==> src/rtl/fetch_sequencer.sv <==
// Instruction-fetch controller: owns the PC, addresses IM combinationally and
// latches the returned word into IF/ID, sequencing boot, stall, redirect and halt.
`timescale 1ns/1ps

// state    | meaning
// S_BOOT   | one idle edge after reset release, nothing latched
// S_RUN    | fetching one word per edge
// S_HOLD   | stalled by the hazard unit, PC and IF/ID frozen
// S_HALTED | fetch stopped until the next reset
module fetch_sequencer #(
    parameter int                ADDR_W   = 8,
    parameter int                DATA_W   = 32,
    parameter logic [ADDR_W-1:0] RESET_PC = '0,
    parameter logic [DATA_W-1:0] NOP_WORD = '0
) (
    input  logic              clk,
    input  logic              rst_n,
    input  logic              Stall,
    input  logic              BranchTaken,
    input  logic [ADDR_W-1:0] BranchTarget,
    input  logic              Halt,
    output logic [ADDR_W-1:0] Address,
    input  logic [DATA_W-1:0] InstructionIn,
    output logic [DATA_W-1:0] IFID_Instruction,
    output logic [ADDR_W-1:0] IFID_PCPlus1,
    output logic              IFID_Valid,
    output logic [ADDR_W-1:0] PC,
    output logic              Halted,
    output logic [15:0]       FetchCount
);

    typedef enum logic [1:0] {
        S_BOOT   = 2'd0,
        S_RUN    = 2'd1,
        S_HOLD   = 2'd2,
        S_HALTED = 2'd3
    } state_t;

    localparam logic [ADDR_W-1:0] PC_ONE = {{(ADDR_W-1){1'b0}}, 1'b1};

    state_t            r_state;
    state_t            w_state_nxt;
    logic              w_fetch;
    logic              w_redirect;
    logic              w_flush;
    logic [ADDR_W-1:0] w_pc_inc;

    logic [ADDR_W-1:0] r_pc;
    logic [DATA_W-1:0] r_ifid_instr;
    logic [ADDR_W-1:0] r_ifid_pcp1;
    logic              r_ifid_valid;
    logic              r_halted;
    logic [15:0]       r_fetch_count;

    assign w_pc_inc = r_pc + PC_ONE;

    always_ff @(posedge clk or negedge rst_n) begin
        if (!rst_n) begin
            r_state <= S_BOOT;
        end else begin
            r_state <= w_state_nxt;
        end
    end

    // Priority in RUN/HOLD: Halt > BranchTaken > Stall > fetch.
    always_comb begin
        w_state_nxt = r_state;
        w_fetch     = 1'b0;
        w_redirect  = 1'b0;
        w_flush     = 1'b0;
        case (r_state)
            S_BOOT: begin
                if (Halt) begin
                    w_state_nxt = S_HALTED;
                    w_flush     = 1'b1;
                end else begin
                    w_state_nxt = S_RUN;
                end
            end
            S_RUN, S_HOLD: begin
                if (Halt) begin
                    w_state_nxt = S_HALTED;
                    w_flush     = 1'b1;
                end else if (BranchTaken) begin
                    w_state_nxt = S_RUN;
                    w_redirect  = 1'b1;
                end else if (Stall) begin
                    w_state_nxt = S_HOLD;
                end else begin
                    w_state_nxt = S_RUN;
                    w_fetch     = 1'b1;
                end
            end
            S_HALTED: begin
                w_state_nxt = S_HALTED;
            end
            default: begin
                w_state_nxt = S_BOOT;
            end
        endcase
    end

    always_ff @(posedge clk or negedge rst_n) begin
        if (!rst_n) begin
            r_pc          <= RESET_PC;
            r_ifid_instr  <= NOP_WORD;
            r_ifid_pcp1   <= '0;
            r_ifid_valid  <= 1'b0;
            r_halted      <= 1'b0;
            r_fetch_count <= 16'd0;
        end else begin
            r_halted <= (w_state_nxt == S_HALTED);
            if (w_fetch) begin
                r_pc         <= w_pc_inc;
                r_ifid_instr <= InstructionIn;
                r_ifid_pcp1  <= w_pc_inc;
                r_ifid_valid <= 1'b1;
                if (r_fetch_count != 16'hFFFF) begin
                    r_fetch_count <= r_fetch_count + 16'd1;
                end
            end else if (w_redirect) begin
                r_pc         <= BranchTarget;
                r_ifid_instr <= NOP_WORD;
                r_ifid_valid <= 1'b0;
            end else if (w_flush) begin
                r_ifid_instr <= NOP_WORD;
                r_ifid_valid <= 1'b0;
            end
        end
    end

    assign Address          = r_pc;
    assign PC               = r_pc;
    assign IFID_Instruction = r_ifid_instr;
    assign IFID_PCPlus1     = r_ifid_pcp1;
    assign IFID_Valid       = r_ifid_valid;
    assign Halted           = r_halted;
    assign FetchCount       = r_fetch_count;

endmodule

==> config.mk <==
export PLATFORM = sky130hd
export DESIGN_NAME = fetch_sequencer
export DESIGN_NICKNAME = d
export VERILOG_FILES = /design/src/rtl/fetch_sequencer.sv
export SDC_FILE = /design/constraint.sdc
export NUM_CORES = 1
export LEC_CHECK = 0
export CELL_PAD_IN_SITES_DETAIL_PLACEMENT = 0
export CELL_PAD_IN_SITES_GLOBAL_PLACEMENT = 1
export CORE_UTILIZATION = 33
export CTS_CLUSTER_DIAMETER = 40
export DETAILED_ROUTE_END_ITERATION = 12
export PLACE_DENSITY = 0.92
export SETUP_SLACK_MARGIN = 0.1
export SKIP_LAST_GASP = 1
export SYNTH_ARGS = -nofsm -noshare
export SYNTH_HDL_FRONTEND = slang
export SYNTH_SLANG_ARGS = --single-unit
==> constraint.sdc <==
create_clock -name clk -period 2.3 [get_ports clk]
set_clock_uncertainty 0.05 [all_clocks]
set_input_delay 0.23 -clock clk [delete_from_list [all_inputs] [get_ports clk]]
set_output_delay 0.23 -clock clk [all_outputs]
set_load 0.1 [all_outputs]
-- After elaboration in Yosys (flattened, before gate mapping)
Cells that the tools add are included.
- shift operators: 0
- add/subtract/negate cells: 2
- divide/modulo/power cells: 0
- $mul: 0
- equal/unequal tests: 5
- reduce and logical (&&, ||, !) cells: 6
- mux-type cells: 22
- order comparisons: 0
- bitwise gates (word level): 0
- operator list (operator ; count):
    $mux 32 ; 3
    $add 16x1->16 const B ; 1
    $mux 8 ; 2
    $ne 16x16->1 const B ; 1
    $mux 1 ; 12
    $add 8x1->8 const B ; 1
    $mux 2 ; 4
    $eq 2x2->1 const B ; 3
    $pmux 2 s3 ; 1
    $reduce_bool 3->1 ; 1
    $reduce_or 3->1 ; 1
    $eq 2x1->1 const B ; 1
    $logic_not 2->1 ; 1
    $reduce_and 2->1 ; 1
    $reduce_bool 2->1 ; 1
    $reduce_or 2->1 ; 1
- bits in read-only memories: 0
- RAM bits: 0
- memories: 0
- bits in registers: 68
- bits in latches: 0

-- Logic depth before layout (Yosys ltp)
- depth in word-level cells: 6
- depth in mapped cells: 8
- depth with buffers taken out: 6

-- Worst setup path before layout
OpenSTA, ideal clock, no wires.
- path kind: register to register
- start: register r_fetch_count[0] (netlist: FetchCount[0])
- end: register r_fetch_count[1] (netlist: FetchCount[1])
- required time: 2122 ps
- cell stages (with the launch flop): 6
- slack: -347 ps
- path buffers: 0
- arrival: 2469 ps
- cell sequence: dfrtp_1 > ha_1 > nand4_2 > nor4_4 > nor2_2 > mux2_1
- longest elaborated chain between the ends: 2
- elaborated cells between the ends (all ways): 3
- RTL lines (element ; RTL line ; text):
    start: declaration ; 53 ; logic [15:0] r_fetch_count;
    start signal: assignment ; 119 ; r_fetch_count <= r_fetch_count + 16'd1;
    branches (longest 2 deep; another with $add 16x1->16) ; - ;
Parallel ways; which one is timed is not known.
A chain may end at the register's enable or synchronous reset.

-- Final worst setup path
- start: register r_state[0]
- end: register r_fetch_count[11] (netlist: FetchCount[11])
- longest elaborated chain between the ends: 4
- elaborated cells between the ends (all ways): 5
- RTL lines (element ; RTL line ; text):
    start: declaration ; 41 ; state_t r_state;
    start signal: assignment ; 61 ; r_state <= w_state_nxt;
    $eq 2x1->1 / $eq 2x2->1 (equally long branches) ; 71 ; case (r_state)
    $reduce_or 2->1 (*) ; 71 ;
    $mux 1 (*) ; 71 ;
    $reduce_and 2->1 (no line) (*) ; - ;
Mark *: on every way between the ends. The rest lies on a longest branch, timed or not.

==> impl_metrics.csv <==
group,metric,value,unit
clocking,cts_tree,"built",
timing,slew_headroom,46.73,%
global_routing,use_met1,19.75,%
worst_hold_path,holdCritPathClass,"in -> reg",
global_routing,use_met3,3.741,%
finish,final_cell_mix,"buf_4 (90), dfrtp_1 (52), clkdlybuf4s50_1 (43)",
run_status,status,"finished clean",
finish,final_nets,435,
die,core_area,8763,um^2
critical_path,criticalPathCategory,"reg -> reg",
clocking,cts_inserted_buffers,9,
global_routing,grt_pass1_vias,2538,
yosys,synth_area_per_cell,11.83,um^2
timing,timing.final.crit_share,93.51,%
placed_design,numPortBuffers,118,
clocking,root_buffer,"clkbuf_8",
critical_path,crit_arrival,2310,ps
timing,fmax,0.4650,GHz
timing,final-hold-violation-count,0,
yosys,synthDistinctLibCells,45,
global_routing,met2_usage,27.11,%
detailed_routing,route.detailed.drc,0,
die,dieArea,9524,um^2
global_routing,grt-busiest-layer,"met2",
yosys,yosys_warnings,0,
finish,layout-drive-gt1-share,36.41,%
timing,fin_crit,2151,ps
clocking,clockBufferDepth,2,
die,start_util,34.41,%
yosys,ys_ff_latch,68,
global_routing,overflow,0,
detailed_routing,wl,7381,um
yosys,ys.flop_type,"dfrtp_1",
detailed_routing,first_iter_violations,57,
clocking,cts.sinks,68,
detailed_routing,antenna_left,0,
yosys,netlist_area,3015,um^2
detailed_routing,wl_per_cell,14.82,um
yosys,yosysSeqAreaShare,56.43,%
yosys,synthCells,255,
timing,tightest_slew,799.0,ps
global_routing,grt_max_degree,36,
finish,syn2layout_area_growth,48.34,%
timing,fin_setup_tns,0,ps
finish,diodes,0,
placed_design,dp_hpwl,5327,um
critical_path,startpoint_type,"flip-flop",
yosys,synthArstFlopShare,100.0,%
critical_path,worstSetupEndpointType,"flip-flop",
die,rows,34,
die,die_y,97.59,um
yosys,syn_nets,304,
die,die_x,97.59,um
detailed_routing,route.vias.total,2443,
flow_run,max-cap-violations,0,
die,boundaryPins,119,
timing,slew_viol_final,0,
clocking,clkLatencyLatePin,330,ps
finish,mostFrequentLayoutCell,"buf_4",
global_routing,grt_pass1_wl,12280,um
detailed_routing,dr.pass1.iters,4,
yosys,synth_edf_count,0,
global_routing,track_usage,15.94,%
detailed_routing,via_per_inst,4.906,
timing,setup_viol,0,
critical_path,cp_max_fo,6,
critical_path,cp.required,2460,ps
clocking,htree_num_levels,3,
placed_design,globalplace.congestion,0.7658,
global_routing,antenna_found_initial,0,
timing,rsz0062_at_grt,"yes",
clocking,clk_pin_slew_worst_paths,80,ps
==> final cells by class <==
type,instances,area [um^2]
Sequential cell,68,1727
Fill cell,787,4290
Multi-Input combinational cell,163,1217
Clock inverter,3,17.52
Timing Repair Buffer,140,1226
Tap cell,108,135.1
Clock buffer,12,135.1
Inverter,4,15.01
==> worst max-delay path, cell delays in order (launching register included) <==
cell and delay, ps:
dfrtp_1 350, inv_1 70, ha_4 270, or4b_4 510
buf_12 170, nor3_4 180, nand4_1 110, mux2_1 320
==> per-stage QoR <==
stage               cells  worst slack [ps]  hold slack, ps  util (%)  area (um^2)
detailed placement    477             33.62           317.5     48.16         4220
finish                498             149.3           404.6     51.04         4473
floorplan             255             113.2          -115.6         -         3040
global route          498             71.47           432.3     51.04         4473
global placement      477             66.14           296.6     48.16         4220
CTS                   493             120.1           390.1     50.06         4387
==> registers in the layout, indices dropped and copies added (netlist names) <==
signal and count:
IFID_Instruction 32, Address 8, IFID_PCPlus1 8, IFID_Valid 1, r_state 2, FetchCount 16
Halted 1
==> synthesized netlist by cell type, types with 2 or more instances <==
cell	instances	area [um^2]
clkbuf_1	10	37.54
a22o_1	32	280.3
xnor2_1	7	61.31
nor4b_2	2	30.03
nand4_2	2	25.02
ha_1	4	50.05
xor2_1	11	96.34
nor3_1	4	20.02
nor2_1	6	22.52
buf_4	9	67.56
or2_2	2	12.51
nor4_4	2	42.54
o21ai_0	13	65.06
nand2b_1	2	12.51
inv_1	4	15.01
dfrtp_1	68	1702
nand3_1	9	45.04
and3_1	2	12.51
nand2_1	22	82.58
a21oi_1	12	60.06
nor4_2	3	37.54
nand4_1	4	25.02
mux2_1	2	22.52
a31oi_1	2	12.51
==> cell families after synthesis <==
| family | after synthesis | synth area share [%] |
|---|---|---|
| adders and majority gates | 4 | 1.660 |
| AOI/OAI and AO/OA | 67 | 15.98 |
| and+or+nand+nor | 72 | 15.60 |
| buffers and inverters | 24 | 4.357 |
| DFF | 68 | 56.43 |
| xor gates and xnor gates | 18 | 5.228 |
| muxes | 2 | 0.7468 |
==> metal layers <==
metal | vias to the layer above | share of wire (%)
met3 | 7 | 3.9
met4 | 0 | 1.1
met2 | 61 | 51
met5 | - | 0
li1 | 1184 | -
met1 | 1191 | 44
==> timing repair <==
action,4_1_cts,5_1_grt
endpoints found under the hold margin,33,0
pin swaps,0,4
buffers inserted,0,4
cloned,0,1
hold buffers,1,0
resized for setup,1,6
setup endpoints to repair,1,7
==> worst paths after layout <==
check	from	to	slack, ps	cells past startpoint
worst max-delay path	r_state[0]	FetchCount[11]	150	7
min in group asynchronous	rst_n	IFID_PCPlus1[7]	470	2
max in group asynchronous	rst_n	FetchCount[8]	1060	3
worst min register to register	IFID_PCPlus1[1]	IFID_PCPlus1[1]	430	2
worst min-delay path	BranchTarget[1]	Address[1]	400	3
worst max register to register	r_state[0]	FetchCount[11]	150	7
Power is left out: the tool's default activity adds up to more than one toggle a clock period on the data nets, which glitch-free logic cannot reach.
